### config.mk
export PLATFORM = sky130hd
export DESIGN_NAME = ee354_gcd_driver_flat
export DESIGN_NICKNAME = d
export VERILOG_FILES = /design/src/rtl/ee354_gcd_driver_pkg.sv /design/src/rtl/ee354_gcd_driver_if.sv /design/src/rtl/ee354_gcd_operand_seq.sv /design/src/rtl/ee354_gcd_driver.sv /design/src/flat_wrapper.sv
export SDC_FILE = /design/constraint.sdc
export NUM_CORES = 1
export LEC_CHECK = 0
export ABC_AREA = 1
export BUFFER_PORTS_ARGS = -buffer_cell sky130_fd_sc_hd__buf_4
export CAP_MARGIN = 20
export CORE_MARGIN = 3
export CORE_UTILIZATION = 52
export CTS_CLUSTER_DIAMETER = 150
export DETAILED_ROUTE_END_ITERATION = 8
export HOLD_SLACK_MARGIN = 0.06
export PLACE_DENSITY = 0.72
export SLEW_MARGIN = 20
export SYNTH_ARGS = -nofsm -noshare
export SYNTH_HDL_FRONTEND = slang
export SYNTH_SLANG_ARGS = --single-unit
export TNS_END_PERCENT = 20
### constraint.sdc
create_clock -name Clk -period 5.4 [get_ports Clk]
set_clock_uncertainty 0.2 [all_clocks]
set_input_delay 0.27 -clock Clk [delete_from_list [all_inputs] [get_ports Clk]]
set_output_delay 0.27 -clock Clk [all_outputs]
set_load 0.02 [all_outputs]
### src/rtl/ee354_gcd_driver_pkg.sv
// Shared definitions for the ee354 GCD sweep driver: one-hot state names and
// the default operand range and wait-state timeout.
package ee354_gcd_driver_pkg;

  localparam int LO_DEFAULT      = 2;
  localparam int HI_DEFAULT      = 63;
  localparam int TIMEOUT_DEFAULT = 1023;
  localparam int NUM_STATES      = 8;

  typedef enum logic [NUM_STATES-1:0] {
    D_IDLE      = 8'b0000_0001,
    D_START     = 8'b0000_0010,
    D_WAIT_SUB  = 8'b0000_0100,
    D_WAIT_DONE = 8'b0000_1000,
    D_ACK       = 8'b0001_0000,
    D_WAIT_I    = 8'b0010_0000,
    D_FIN       = 8'b0100_0000,
    D_ERR       = 8'b1000_0000
  } drv_state_t;

endpackage

### src/rtl/ee354_gcd_driver_if.sv
// Start/Done/Ack handshake bundle between the sweep driver (master) and the
// ee354 GCD core (slave).
interface ee354_gcd_driver_if #(
  parameter int W = 8
);
  logic [W-1:0] Ain;
  logic [W-1:0] Bin;
  logic [W-1:0] AB_GCD;
  logic         Start;
  logic         Ack;
  logic         q_I;
  logic         q_Sub;
  logic         q_Done;

  modport master (output Ain, Bin, Start, Ack, input q_I, q_Sub, q_Done, AB_GCD);
  modport slave  (input Ain, Bin, Start, Ack, output q_I, q_Sub, q_Done, AB_GCD);
endinterface

### src/rtl/ee354_gcd_operand_seq.sv
// Nested LO..HI operand counter: Bin is the inner loop, Ain the outer loop.
// init loads (LO, LO); step advances one pair; last flags (HI, HI).
module ee354_gcd_operand_seq
  import ee354_gcd_driver_pkg::*;
#(
  parameter int W  = 8,
  parameter int LO = LO_DEFAULT,
  parameter int HI = HI_DEFAULT
) (
  input  logic         Clk,
  input  logic         Reset,
  input  logic         CEN,
  input  logic         init,
  input  logic         step,
  output logic [W-1:0] Ain,
  output logic [W-1:0] Bin,
  output logic         last
);

  localparam logic [W-1:0] LO_V = W'(LO);
  localparam logic [W-1:0] HI_V = W'(HI);

  always_ff @(posedge Clk or posedge Reset) begin
    if (Reset) begin
      Ain <= '0;
      Bin <= '0;
    end else if (CEN) begin
      if (init) begin
        Ain <= LO_V;
        Bin <= LO_V;
      end else if (step) begin
        if (Bin != HI_V) begin
          Bin <= Bin + W'(1);
        end else begin
          Bin <= LO_V;
          if (Ain != HI_V) Ain <= Ain + W'(1);
        end
      end
    end
  end

  assign last = (Ain == HI_V) && (Bin == HI_V);

endmodule

### src/rtl/ee354_gcd_driver.sv
// Sweep driver for the ee354 GCD core: walks every (Ain, Bin) pair, times each
// computation and strobes the result. GCD_DRV_STATS_EN adds sweep statistics.
module ee354_gcd_driver
  import ee354_gcd_driver_pkg::*;
#(
  parameter int LO      = LO_DEFAULT,
  parameter int HI      = HI_DEFAULT,
  parameter int W       = 8,
  parameter int CW      = 16,
  parameter int TIMEOUT = TIMEOUT_DEFAULT
) (
  input  logic          Clk,
  input  logic          Reset,
  input  logic          CEN,
  input  logic          Go,
  ee354_gcd_driver_if.master core,
  output logic          res_valid,
  output logic [W-1:0]  res_A,
  output logic [W-1:0]  res_B,
  output logic [W-1:0]  res_GCD,
  output logic [CW-1:0] res_clocks,
  output logic          busy,
  output logic          sweep_done,
  output logic          err
`ifdef GCD_DRV_STATS_EN
  ,
  output logic [CW-1:0] stat_pairs,
  output logic [CW-1:0] stat_max_clocks
`endif
);

  localparam int WCW = $clog2(TIMEOUT + 1);

  drv_state_t     state, state_n;
  logic [CW-1:0]  cnt;
  logic [WCW-1:0] wait_cnt;
  logic [W-1:0]   ain, bin;
  logic           seq_init, seq_step, seq_last, wait_expired, latch, in_wait;

  ee354_gcd_operand_seq #(.W(W), .LO(LO), .HI(HI)) u_seq (
    .Clk   (Clk),
    .Reset (Reset),
    .CEN   (CEN),
    .init  (seq_init),
    .step  (seq_step),
    .Ain   (ain),
    .Bin   (bin),
    .last  (seq_last)
  );

  assign wait_expired = (wait_cnt == WCW'(TIMEOUT - 1));
  assign in_wait      = (state == D_WAIT_SUB) || (state == D_WAIT_DONE) || (state == D_WAIT_I);

  always_ff @(posedge Clk or posedge Reset) begin
    if (Reset)    state <= D_IDLE;
    else if (CEN) state <= state_n;
  end

  always_comb begin
    state_n  = state;
    seq_init = 1'b0;
    seq_step = 1'b0;
    latch    = 1'b0;
    unique case (state)
      D_IDLE, D_FIN: begin
        if (Go) begin
          seq_init = 1'b1;
          state_n  = D_START;
        end
      end
      D_START: state_n = D_WAIT_SUB;
      D_WAIT_SUB: begin
        if (core.q_Sub)        state_n = D_WAIT_DONE;
        else if (wait_expired) state_n = D_ERR;
      end
      D_WAIT_DONE: begin
        if (core.q_Done) begin
          latch   = 1'b1;
          state_n = D_ACK;
        end else if (wait_expired) begin
          state_n = D_ERR;
        end
      end
      D_ACK: state_n = D_WAIT_I;
      D_WAIT_I: begin
        if (core.q_I) begin
          if (seq_last) begin
            state_n = D_FIN;
          end else begin
            seq_step = 1'b1;
            state_n  = D_START;
          end
        end else if (wait_expired) begin
          state_n = D_ERR;
        end
      end
      D_ERR:   state_n = D_ERR;
      default: state_n = D_IDLE;
    endcase
  end

  // The wait counter restarts on every state change, so it only accumulates
  // while the driver sits in one of the three wait states.
  always_ff @(posedge Clk or posedge Reset) begin
    if (Reset) begin
      wait_cnt <= '0;
    end else if (CEN) begin
      if (state_n != state) wait_cnt <= '0;
      else if (in_wait)     wait_cnt <= wait_cnt + WCW'(1);
    end
  end

  always_ff @(posedge Clk or posedge Reset) begin
    if (Reset) begin
      cnt <= '0;
    end else if (CEN) begin
      if (state == D_WAIT_SUB && core.q_Sub)
        cnt <= '0;
      else if (state == D_WAIT_DONE && !core.q_Done && cnt != '1)
        cnt <= cnt + CW'(1);
    end
  end

  always_ff @(posedge Clk or posedge Reset) begin
    if (Reset) begin
      res_A      <= '0;
      res_B      <= '0;
      res_GCD    <= '0;
      res_clocks <= '0;
    end else if (CEN && latch) begin
      res_A      <= ain;
      res_B      <= bin;
      res_GCD    <= core.AB_GCD;
      res_clocks <= cnt;
    end
  end

`ifdef GCD_DRV_STATS_EN
  always_ff @(posedge Clk or posedge Reset) begin
    if (Reset) begin
      stat_pairs      <= '0;
      stat_max_clocks <= '0;
    end else if (CEN) begin
      if (seq_init) begin
        stat_pairs      <= '0;
        stat_max_clocks <= '0;
      end else if (latch) begin
        stat_pairs <= stat_pairs + CW'(1);
        if (cnt > stat_max_clocks) stat_max_clocks <= cnt;
      end
    end
  end
`endif

  assign core.Ain   = ain;
  assign core.Bin   = bin;
  assign core.Start = (state == D_START);
  assign core.Ack   = (state == D_ACK);
  assign res_valid  = (state == D_ACK);
  assign busy       = !((state == D_IDLE) || (state == D_FIN) || (state == D_ERR));
  assign sweep_done = (state == D_FIN);
  assign err        = (state == D_ERR);

endmodule

### src/flat_wrapper.sv
// flat-port wrapper written by rule: the top's interface ports become plain ports
module ee354_gcd_driver_flat import ee354_gcd_driver_pkg::*;
#(
  parameter int LO      = LO_DEFAULT,
  parameter int HI      = HI_DEFAULT,
  parameter int W       = 8,
  parameter int CW      = 16,
  parameter int TIMEOUT = TIMEOUT_DEFAULT
)
  (Clk, Reset, CEN, Go, res_valid, res_A, res_B, res_GCD, res_clocks, busy, sweep_done, err, core_Ain, core_Bin, core_Start, core_Ack, core_q_I, core_q_Sub, core_q_Done, core_AB_GCD);
  ee354_gcd_driver_if #(.W(W)) core_i ();
  input  logic Clk;
  input  logic Reset;
  input  logic CEN;
  input  logic Go;
  output logic res_valid;
  output logic [W-1:0] res_A;
  output logic [W-1:0] res_B;
  output logic [W-1:0] res_GCD;
  output logic [CW-1:0] res_clocks;
  output logic busy;
  output logic sweep_done;
  output logic err;
  output wire logic [$bits(core_i.Ain)-1:0] core_Ain;
  output wire logic [$bits(core_i.Bin)-1:0] core_Bin;
  output wire logic [$bits(core_i.Start)-1:0] core_Start;
  output wire logic [$bits(core_i.Ack)-1:0] core_Ack;
  input wire logic [$bits(core_i.q_I)-1:0] core_q_I;
  input wire logic [$bits(core_i.q_Sub)-1:0] core_q_Sub;
  input wire logic [$bits(core_i.q_Done)-1:0] core_q_Done;
  input wire logic [$bits(core_i.AB_GCD)-1:0] core_AB_GCD;
  assign core_Ain = core_i.Ain;
  assign core_Bin = core_i.Bin;
  assign core_Start = core_i.Start;
  assign core_Ack = core_i.Ack;
  assign core_i.q_I = core_q_I;
  assign core_i.q_Sub = core_q_Sub;
  assign core_i.q_Done = core_q_Done;
  assign core_i.AB_GCD = core_AB_GCD;
  ee354_gcd_driver #(.LO(LO), .HI(HI), .W(W), .CW(CW), .TIMEOUT(TIMEOUT)) u_core (.Clk(Clk), .Reset(Reset), .CEN(CEN), .Go(Go), .core(core_i), .res_valid(res_valid), .res_A(res_A), .res_B(res_B), .res_GCD(res_GCD), .res_clocks(res_clocks), .busy(busy), .sweep_done(sweep_done), .err(err));
endmodule
# Word-level counts from Yosys, hierarchy flattened
# Cells that the tools add are included.
[totals]
inputBits = 15
latchBits = 0
output_inout_bits = 62
ff_bits = 90
ramBits = 0
rom_bits = 0
n_memories = 0
word_cells = 74
[op_classes]
shift = 0
multipliers = 0
n_bitwise = 0
div = 0
muxes = 25
magnitude_cmp = 0
n_reduce_logical = 20
eq_ne = 16
add_sub_neg = 4
[ops]
columns = ["cell", "count"]
rows = [
  ["$mux W8", 12],
  ["$pmux W8 S7", 1],
  ["$mux W16", 2],
  ["$eq A8 B6 Y1 const B", 3],
  ["$mux W10", 2],
  ["$add A16 B1 Y16 const B", 1],
  ["$add A8 B1 Y8 const B", 2],
  ["$ne A16 B16 Y1 const B", 1],
  ["$ne A8 B6 Y1 const B", 2],
  ["$add A10 B1 Y10 const B", 1],
  ["$eq A10 B10 Y1 const B", 1],
  ["$eq A8 B1 Y1 const B", 1],
  ["$eq A8 B2 Y1 const B", 1],
  ["$eq A8 B3 Y1 const B", 1],
  ["$eq A8 B4 Y1 const B", 1],
  ["$eq A8 B5 Y1 const B", 1],
  ["$eq A8 B7 Y1 const B", 1],
  ["$eq A8 B8 Y1 const B", 1],
  ["$ne A8 B8 Y1", 1],
  ["$reduce_bool A2 Y1", 4],
  ["$mux W1", 7],
  ["$mux W7", 1],
  ["$reduce_and A2 Y1", 3],
  ["$logic_and A1 B1 Y1", 5],
  ["5 further kinds", 9],
]

# Longest topological paths before layout
# Gate-level depths: netlist of the first run.
[logic_depth]
depth_word = 8
mapped_depth = 17
depth_no_buf = 17

# Cells and area by module
# From an unflattened synthesis of the first run, not the netlist that was laid out.
[hier_totals]
hier_cells = 583
hier_area_um2 = 4909.7
[by_module_without_submodules]
columns = ["module", "n_inst", "area_per_inst_um2", "cells_each", "seq_area_each_um2"]
rows = [
  ["ee354_gcd_driver", 1, 3912.5, 452, 1853.0],
  ["ee354_gcd_operand_seq", 1, 997.2, 131, 400.4],
]

# Worst setup path before layout of the first run
# OpenSTA, ideal clock, no wires.
[synth_path]
path_type = "register to register"
start = "register u_core.u_seq.Bin[1]"
end = "register u_core.wait_cnt[4]"
setup_time_ps = 65
t_arrival_ps = 1805
stages_incl_launch_ff = 14
period_less_slack_ps = 2071
required_ps = 5135
n_path_buf = 0
slack_ps = 3329
path_cell_list = "dfrtp_1 > ha_1 > nand3_1 > nor2_1 > nand2_1 > nand2_1 > nand2_2 > nor2_1 > inv_1 > a21oi_2 > nand2_2 > nor2_8 > nand4_1 > nand2_1"
[synth_between]
elab_chain_len = 8
word_cells_on_any_way = 9
cone_classes = "eq/ne (2); mux (4); reduce/logical (3)"
[synth_lines]
columns = ["element", "line_no", "source"]
rows = [
  ["from (decl)", "ee354_gcd_operand_seq.sv:16", "output logic [W-1:0] Bin,"],
  ["from (signal assigned)", "ee354_gcd_operand_seq.sv:33", "Bin <= Bin + W'(1);"],
  ["$eq A8 B6 Y1 *", "ee354_gcd_operand_seq.sv:42", "assign last = (Ain == HI_V) && (Bin == HI_V);"],
  ["$logic_and A1 B1 Y1 *", "ee354_gcd_operand_seq.sv:42", ""],
  ["$mux W7 *", "ee354_gcd_driver.sv:87", "if (seq_last) begin"],
  ["$mux W8 *", "ee354_gcd_driver.sv:86", "if (core.q_I) begin"],
  ["$pmux W8 S7 *", "ee354_gcd_driver.sv:64", "unique case (state)"],
  ["$ne A8 B8 Y1 *", "ee354_gcd_driver.sv:108", "if (state_n != state) wait_cnt <= '0;"],
  ["$reduce_bool A2 Y1 (no line)", "n/a", ""],
  ["$reduce_and A2 Y1 (no line)", "n/a", ""],
  ["to (signal assigned)", "ee354_gcd_driver.sv:109", "else if (in_wait) wait_cnt <= wait_cnt + WCW'(1);"],
  ["to (decl)", "ee354_gcd_driver.sv:36", "logic [WCW-1:0] wait_cnt;"],
]
# Mark *: on every way between the ends. The rest lies on a longest branch, timed or not.
# A chain may end at the register's enable or synchronous reset.

# Worst setup path after layout of the first run
[layout_path]
start = "register u_core.cnt[0]"
end = "register u_core.cnt[2]"
[layout_between]
elab_chain_len = 4
word_cells_on_any_way = 7
cone_classes = "add/sub (1); eq/ne (1); mux (2); reduce/logical (3)"
[layout_lines]
columns = ["element", "line_no", "source"]
rows = [
  ["from (decl)", "ee354_gcd_driver.sv:35", "logic [CW-1:0] cnt;"],
  ["from (signal assigned)", "ee354_gcd_driver.sv:120", "cnt <= cnt + CW'(1);"],
  ["parallel branches: the longest is 4 deep, another holds $add A16 B1 Y16", "n/a", ""],
]
# Several ways; the timed one is not identified. The select of a mux whose other input is x is not followed.

==> metrics.md, run 1 <==
| Metric | Value |
|---|---|
| Remaining antenna violation count | `0` |
| WP data required | `5.45 ns` |
| DRT iter0 DRCs | `191` |
| Ys Warns | `0` |
| Critical Path AT | `2.36 ns` |
| Synth unique cells | `35` |
| CTS Buf Count | `9` |
| Fin area | `0.00570 mm2` |
| Initial Utilization | `0.538` |
| Number of buffers added on ports | `76` |
| Slew of the pin with the lowest slew margin | `0.639 ns` |
| Via-to-Cell Ratio | `5.28` |
| Setup TNS | `0 ns` |
| Seq/Total Area, Yosys | `0.476` |
| WL/cell | `13.4 um` |
| H-Tree Depth | `3` |
| Num rows | `34` |
| Slowest cell on the critical path | `dfrtp_1` |
| Final setup fails | `0` |
| Routed vias | `4042` |
| Vias in the first global route | `3818` |
| Pin count of the biggest net entering global routing | `65` |
| Dpl cells | `739` |
| Post-Route WL | `10300 um` |
| Synth-to-Final Area Change | `20.4%` |
| Clk_lat worst skew | `0.36 ns` |
| Remaining DRCs | `0` |
| Hold crit path type | `in2reg` |
| Synth Cell Area | `0.00474 mm2` |
| Max cap viols | `0` |
| Slew Limit Fails | `0` |
| Die area | `0.0103 mm2` |
| Hold Vio Cnt, Final | `0` |
| Filler instances | `751` |
| Mean post-synth cell area | `8.39 um2` |
| Total core area | `0.00881 mm2` |
| DIE HEIGHT | `101 um` |
| Worst-path fanout max | `19` |
| Top cell type's share of synthesized area | `0.470` |
| First-pass GRT wire length | `17600 um` |
| Worst path cell trace | `ha_1 > nand2_1 > nor3_4 > nand3_1 > o31ai_4 > nand2_4 > nand2_1 > xor2_1 > nor2_1` |
| RSZ-0062 raised after global routing | `false` |
| Final net count | `672` |
| Final min period | `2.31 ns` |
| Buffer and inverter count on the worst path | `0` |
| DP Area | `0.00543 mm2` |
| Max-slew headroom | `0.574` |
| Root buf cell | `clkbuf_8` |
| Worst-path clk slew | `0.09 ns` |
| ANT cells | `0` |
| CTS Buffer Depth | `2` |
| Setup CP Type | `reg2reg` |
| # IOs | `77` |
| Final Wtd Congestion | `0.849` |
| Max incr delay on CP | `0.38 ns` |
| Detail Placement HPWL | `7510 um` |
| GRT Total Usage | `0.212` |
| Drt pass-1 iters | `4` |
| Syn Inst Count | `565` |
| Outcome | `complete, no violations` |
| Period utilization | `0.428` |
| Die Width | `101 um` |
| Leading area contributor after synthesis | `dfrtp_1` |
| Worst vdd ir | `0.153 mV` |
| Seq cells post-synth | `90` |
| Startpoint Class | `flop` |
| Syn Nets | `585` |
| Fmax | `432 MHz` |
| Finished Layout Cells | `765` |
| CTS tree | `yes` |
| Crit-path most repeated cell | `nand2_1` |
| GRT overflow | `0` |
| Clock sink count | `90` |
| Share of layout cells above drive strength 1 | `0.236` |
| Power per cell area | `300 mW/mm2` |
| Delay-heaviest family, CP | `simple AND/OR/NAND/NOR gates` |
| Largest cells by area after synthesis | `dfrtp_1 47%, nand2_1 9.9%, inv_1 4.9%` |
| Post-CTS Setup Repair Bufs | `0` |
| Initial antenna violation count | `0` |
| Leak | `0.00299 uW` |
| Hold_ws | `0.0882 ns` |
| Worst Setup End Kind | `flop` |
-- what timing repair did --
action                                 in CTS  in global routing
resized for setup                           0                  0
endpoints found under the hold margin      58                  0
hold buffers                               10                  0
-- path summary, 6_finish.rpt --
check	startpoint	end	slack [ns]	cells after the start
worst max-delay path	u_core.cnt[0]	u_core.cnt[2]	3.09	9
worst min-delay path	core_q_I	u_core.state[5]	0.09	4
worst max register to register	u_core.cnt[0]	u_core.cnt[2]	3.09	9
worst min register to register	u_core.res_B[6]	u_core.res_B[6]	0.29	2
max in group asynchronous	Reset	u_core.state[0]	3.85	5
min in group asynchronous	Reset	u_core.res_clocks[12]	0.44	4
-- synthesized netlist by cell type (all sizes together) --
library cell  number
o31ai              4
dfstp              1
xor2              14
a211oi             1
dfrtp             89
nand3             30
inv               73
mux2              12
o21ai             50
nor2              59
a31oi              5
nand4             29
nor3              13
a21oi             18
ha                 5
nand2            140
nor4               3
buf                5
clkbuf             8
o21a               3
xnor2              1
clkinv             2
-- worst register-to-register path: stages (launching register included) --
cell and delay, ns:
dfrtp_1 0.38, ha_1 0.20, nand2_1 0.12, nor3_4 0.22, nand3_1 0.22, o31ai_4 0.32, nand2_4 0.20, nand2_1 0.13
xor2_1 0.16, nor2_1 0.06
-- placed cells by master, fill, tap and decap left out, types with 5 or more instances in the layout --
cell and count:
nand2_1 125, dfrtp_1 89, buf_4 78, inv_1 61
nor2_1 45, o21ai_0 45, nand4_1 29, nand3_1 27
a21oi_1 16, xor2_1 14, mux2_2 12, nor3_1 12
inv_2 10, clkbuf_8 10, dlygate4sd3_1 10, nand2_4 8
nor2_4 7, nand2_2 7, nor2_2 5, o21ai_1 5
a31oi_1 5, ha_1 5
-- per-layer routing --
metal	GRT usage	share of wire	vias up
li1	-	-	2027
met1	0.295	0.47	1915
met4	0.0828	0.017	0
met2	0.335	0.47	86
met3	0.0324	0.044	14
met5	0	0	-
-- metrics by stage --
stage | power, uW | utilization | setup slack, ns
CTS | 1720 | 0.648 | 3.08
finish | 1710 | 0.648 | 3.09
floorplan | 1130 | - | 2.60
global route | 1820 | 0.648 | 2.87
global placement | 1270 | 0.614 | 3.11
detailed placement | 1290 | 0.616 | 3.10
-- sequential cells by signal, summed over array words and instances, names as in the netlist --
| name | count |
|---|---|
| u_core.res_B | 8 |
| u_core.res_clocks | 16 |
| u_core.state | 8 |
| u_core.res_A | 8 |
| u_core.u_seq.Bin | 8 |
| u_core.wait_cnt | 10 |
| u_core.res_GCD | 8 |
| u_core.u_seq.Ain | 8 |
| u_core.cnt | 16 |
-- cell families after synthesis --
family          synth area share
compound gates            0.0956
xor+xnor                  0.0277
fa+ha+maj                 0.0132
buf+inv                   0.0726
flops                      0.476
mux                       0.0285
simple gates               0.287
-- power by group --
group	leakage [uW]	switching, uW	internal, uW
logic	0.00172	290	158
clock network	0.0000859	244	182
registers	0.00118	81.1	754
-- final cells by class --
type / count / area [um2] / share of cell area
clock inverter: 5 / 37.5 / 0.00658
sequential: 90 / 2250 / 0.395
tap: 108 / 135 / 0.0237
clock buffer: 11 / 141 / 0.0248
inverter: 75 / 285 / 0.0500
multi-input combinational: 387 / 2150 / 0.376
timing repair buffer: 89 / 706 / 0.124
(Power assumes the default switching activity.)
==> inputs of run 2 (changes only) <==
ABC_AREA = 0   (was 1)
PLACE_DENSITY = 0.73   (was 0.72)
clock period = 2.25 ns   (was 5.4 ns; I/O delays follow)
==> run 2 against run 1 <==
- count of clock-buffer cells in the layout shrank 1
- the run now ends with negative setup slack left
- utilization grew 11 points
- critical path depth grew 1
- die area shrank 5.6%
- synthesized area shrank 6.0%
- cell count shrank 7.7%
- largest power group is now combinational logic
- critical endpoint is now u_core.wait_cnt[9]
- maximum frequency shrank 5.9%
- clock power grew to 2.7 times the previous value
- cell area grew 9.7%
- sequential cell count is the same
- total power grew to 3.0 times the previous value
- routed wire length grew 9.0%
==> metrics.md, run 2 <==
| Metric | Value |
|---|---|
| CTS tree | `yes` |
| H-Tree Depth | `3` |
| Hold_ws | `0.0958 ns` |
| Seq/Total Area, Yosys | `0.506` |
| Fmax | `406 MHz` |
| CTS Buffer Depth | `2` |
| Filler instances | `590` |
| First-pass GRT wire length | `18900 um` |
| CTS Buf Count | `9` |
| Clk_lat worst skew | `0.37 ns` |
| Power per cell area | `820 mW/mm2` |
| Mean post-synth cell area | `10.5 um2` |
| Setup CP Type | `reg2reg` |
| DIE HEIGHT | `98.6 um` |
| Num rows | `33` |
| Remaining DRCs | `0` |
| Slew Limit Fails | `0` |
| Max-slew headroom | `0.724` |
| Worst vdd ir | `0.547 mV` |
| Final setup fails | `26` |
| Hold Vio Cnt, Final | `0` |
| Initial Utilization | `0.539` |
| Routed vias | `3957` |
| Worst reg2reg setup slack | `-0.21 ns` |
| Seq cells post-synth | `90` |
| Area occupied by multi-input gates | `0.00221 mm2` |
| Largest cells by area after synthesis | `dfrtp_1 50%, mux2_2 9.4%, nor2_1 3.5%` |
| Synth Flop Type | `dfrtp_1` |
| Share of layout cells above drive strength 1 | `0.443` |
| Max cap viols | `0` |
| Synth Cell Area | `0.00445 mm2` |
| GRT overflow | `0` |
| Synth-to-Final Area Change | `40.5%` |
| Synth unique cells | `60` |
| Worst reg2reg endpoint | `u_core.wait_cnt[9]` |
| Most instantiated library cell after synthesis | `dfrtp_1` |
| Number of enable flip-flop cells after synthesis | `0` |
| Ys Warns | `0` |
| Share of flip-flops with an asynchronous set or reset | `1.00` |
| Syn Inst Count | `424` |
| Dpl cells | `673` |
| RSZ-0062 raised after global routing | `true` |
| ANT cells | `0` |
| Outcome | `finished, violations left` |
| Commonest cells after routing, fill and taps aside | `163 x buf_4, 85 x dfrtp_1, 39 x nor2_1` |
| Initial antenna violation count | `0` |
| Leading area contributor after synthesis | `dfrtp_1` |
| Worst R2R Path Depth | `10` |
| Largest registers | `u_core.cnt (16), u_core.res_clocks (16), u_core.wait_cnt (10)` |
| Worst-path clk slew | `0.10 ns` |
| Final net count | `616` |
| Startpoint Class | `flop` |
| Number of buffers added on ports | `76` |
| Detail Placement HPWL | `7850 um` |
| Commonest cells post-synth | `89 x dfrtp_1, 41 x nor2_1, 37 x mux2_2, 33 x nand2_1, 30 x o21ai_0` |
| Hold crit path type | `in2async` |
| WP data required | `2.30 ns` |
| Finished Layout Cells | `706` |
| Critical Path AT | `2.51 ns` |
| Slew of the pin with the lowest slew margin | `0.414 ns` |
| DRT iter0 DRCs | `173` |
| Total power after layout | `5130 uW` |
| Drt pass-1 iters | `4` |
| Root buf cell | `clkbuf_8` |
| Leak | `0.00312 uW` |
| # IOs | `77` |
| Worst-path fanout max | `6` |
| Pin count of the biggest net entering global routing | `57` |
| GRT Total Usage | `0.238` |
| Top cell type's share of synthesized area | `0.500` |
| Total core area | `0.00826 mm2` |
| Worst Setup End Kind | `flop` |
| Syn Nets | `444` |
| Post-Place Worst Slack | `-0.300 ns` |
| Final Wtd Congestion | `0.932` |
| Period utilization | `1.09` |
| WL/cell | `15.9 um` |
| Worst r2r src | `u_core.state[2]` |
| Die Width | `98.6 um` |
| Most common cell after layout, fill and taps aside | `buf_4` |
| Failing checks | `negative setup slack` |
| Storage element area | `0.00226 mm2` |
| Post-Route WL | `11200 um` |
| Die area | `0.00971 mm2` |
| Final min period | `2.46 ns` |
| Via-to-Cell Ratio | `5.60` |
| Clock sink count | `90` |
| Vias in the first global route | `3912` |
| Remaining antenna violation count | `0` |
| Final setup margin | `-0.210 ns` |
[run 2: cell types whose count changed in the layout (fill, tap and decap cells not counted), moves of 10 or more]
cell / previous run / this run
inv_1: 61 / 7
nand3_1: 27 / 13
nand4_1: 29 / 15
o21ai_0: 45 / 25
inv_2: 10 / 0
mux2_2: 12 / 37
buf_4: 78 / 163
nand2_1: 125 / 32
[run 2: cell families (layout without fill, tap and decap cells)]
logic type      count (synthesis)  count (layout)  share of synthesized area
compound gates                 76              76                      0.108
xor+xnor                       20              20                     0.0393
fa+ha+maj                       5               5                     0.0140
buf+inv                        27             204                     0.0331
flops                          90              90                      0.506
mux                            39              39                     0.0980
simple gates                  167             167                      0.201
[run 2: layout make-up]
cell class | instances | share of cell area
clock buffer | 10 | 0.0220
inverter | 8 | 0.00540
clock inverter | 6 | 0.0114
multi-input combinational | 307 | 0.353
sequential | 90 | 0.361
tap | 105 | 0.0210
timing repair buffer | 180 | 0.227
[run 2: metal layers]
layer	part of all wire	vias to the layer above	GRT usage
met3	0.051	26	0.0382
met2	0.50	126	0.393
met4	0.023	0	0.0819
met5	0	-	0
li1	-	1865	-
met1	0.43	1940	0.322
[run 2: worst max-delay path by stage]
stage                                to       startpoint  cells after the start
detailed placement   u_core.wait_cnt[5]  u_core.state[0]                      9
CTS                  u_core.wait_cnt[9]  u_core.state[3]                      9
global route        u_core.u_seq.Ain[6]  u_core.state[3]                      8
global placement     u_core.wait_cnt[6]  u_core.state[6]                     11
finish               u_core.wait_cnt[9]  u_core.state[2]                     10
floorplan           u_core.u_seq.Ain[6]  u_core.state[4]                      8
[run 2: stage by stage]
stage,utilization,area [um2],TNS [ns]
final,0.758,6260,-2.58
after global routing,0.758,6260,-8.40
after CTS,0.748,6180,-2.99
after detailed placement,0.693,5730,-5.70
after global placement,0.693,5730,-4.28
after floorplan,-,4460,-0.168
[run 2: repair_timing]
item                                    in CTS  in global routing
setup buffers                                6                  0
endpoints found under the setup margin      38                 43
hold buffers                                12                  0
gates resized for setup                     25                 18
pin swaps                                    9                  7
hold endpoints to repair                   112                  0
[run 2: report_power, final]
part,leakage (uW),total [uW],switching [uW],internal [uW]
clock,0.0000995,1170,612,554
combinational,0.00180,2060,1050,1010
sequential,0.00123,1900,111,1790
[run 2: critical path: stages (launching register included)]
cell and delay (ns):
dfrtp_2 0.45, buf_4 0.16, xor2_1 0.17, o211ai_1 0.35
a21oi_2 0.09, o211ai_1 0.23, nor3_2 0.06, buf_4 0.16
buf_6 0.13, buf_4 0.12, a22o_1 0.22
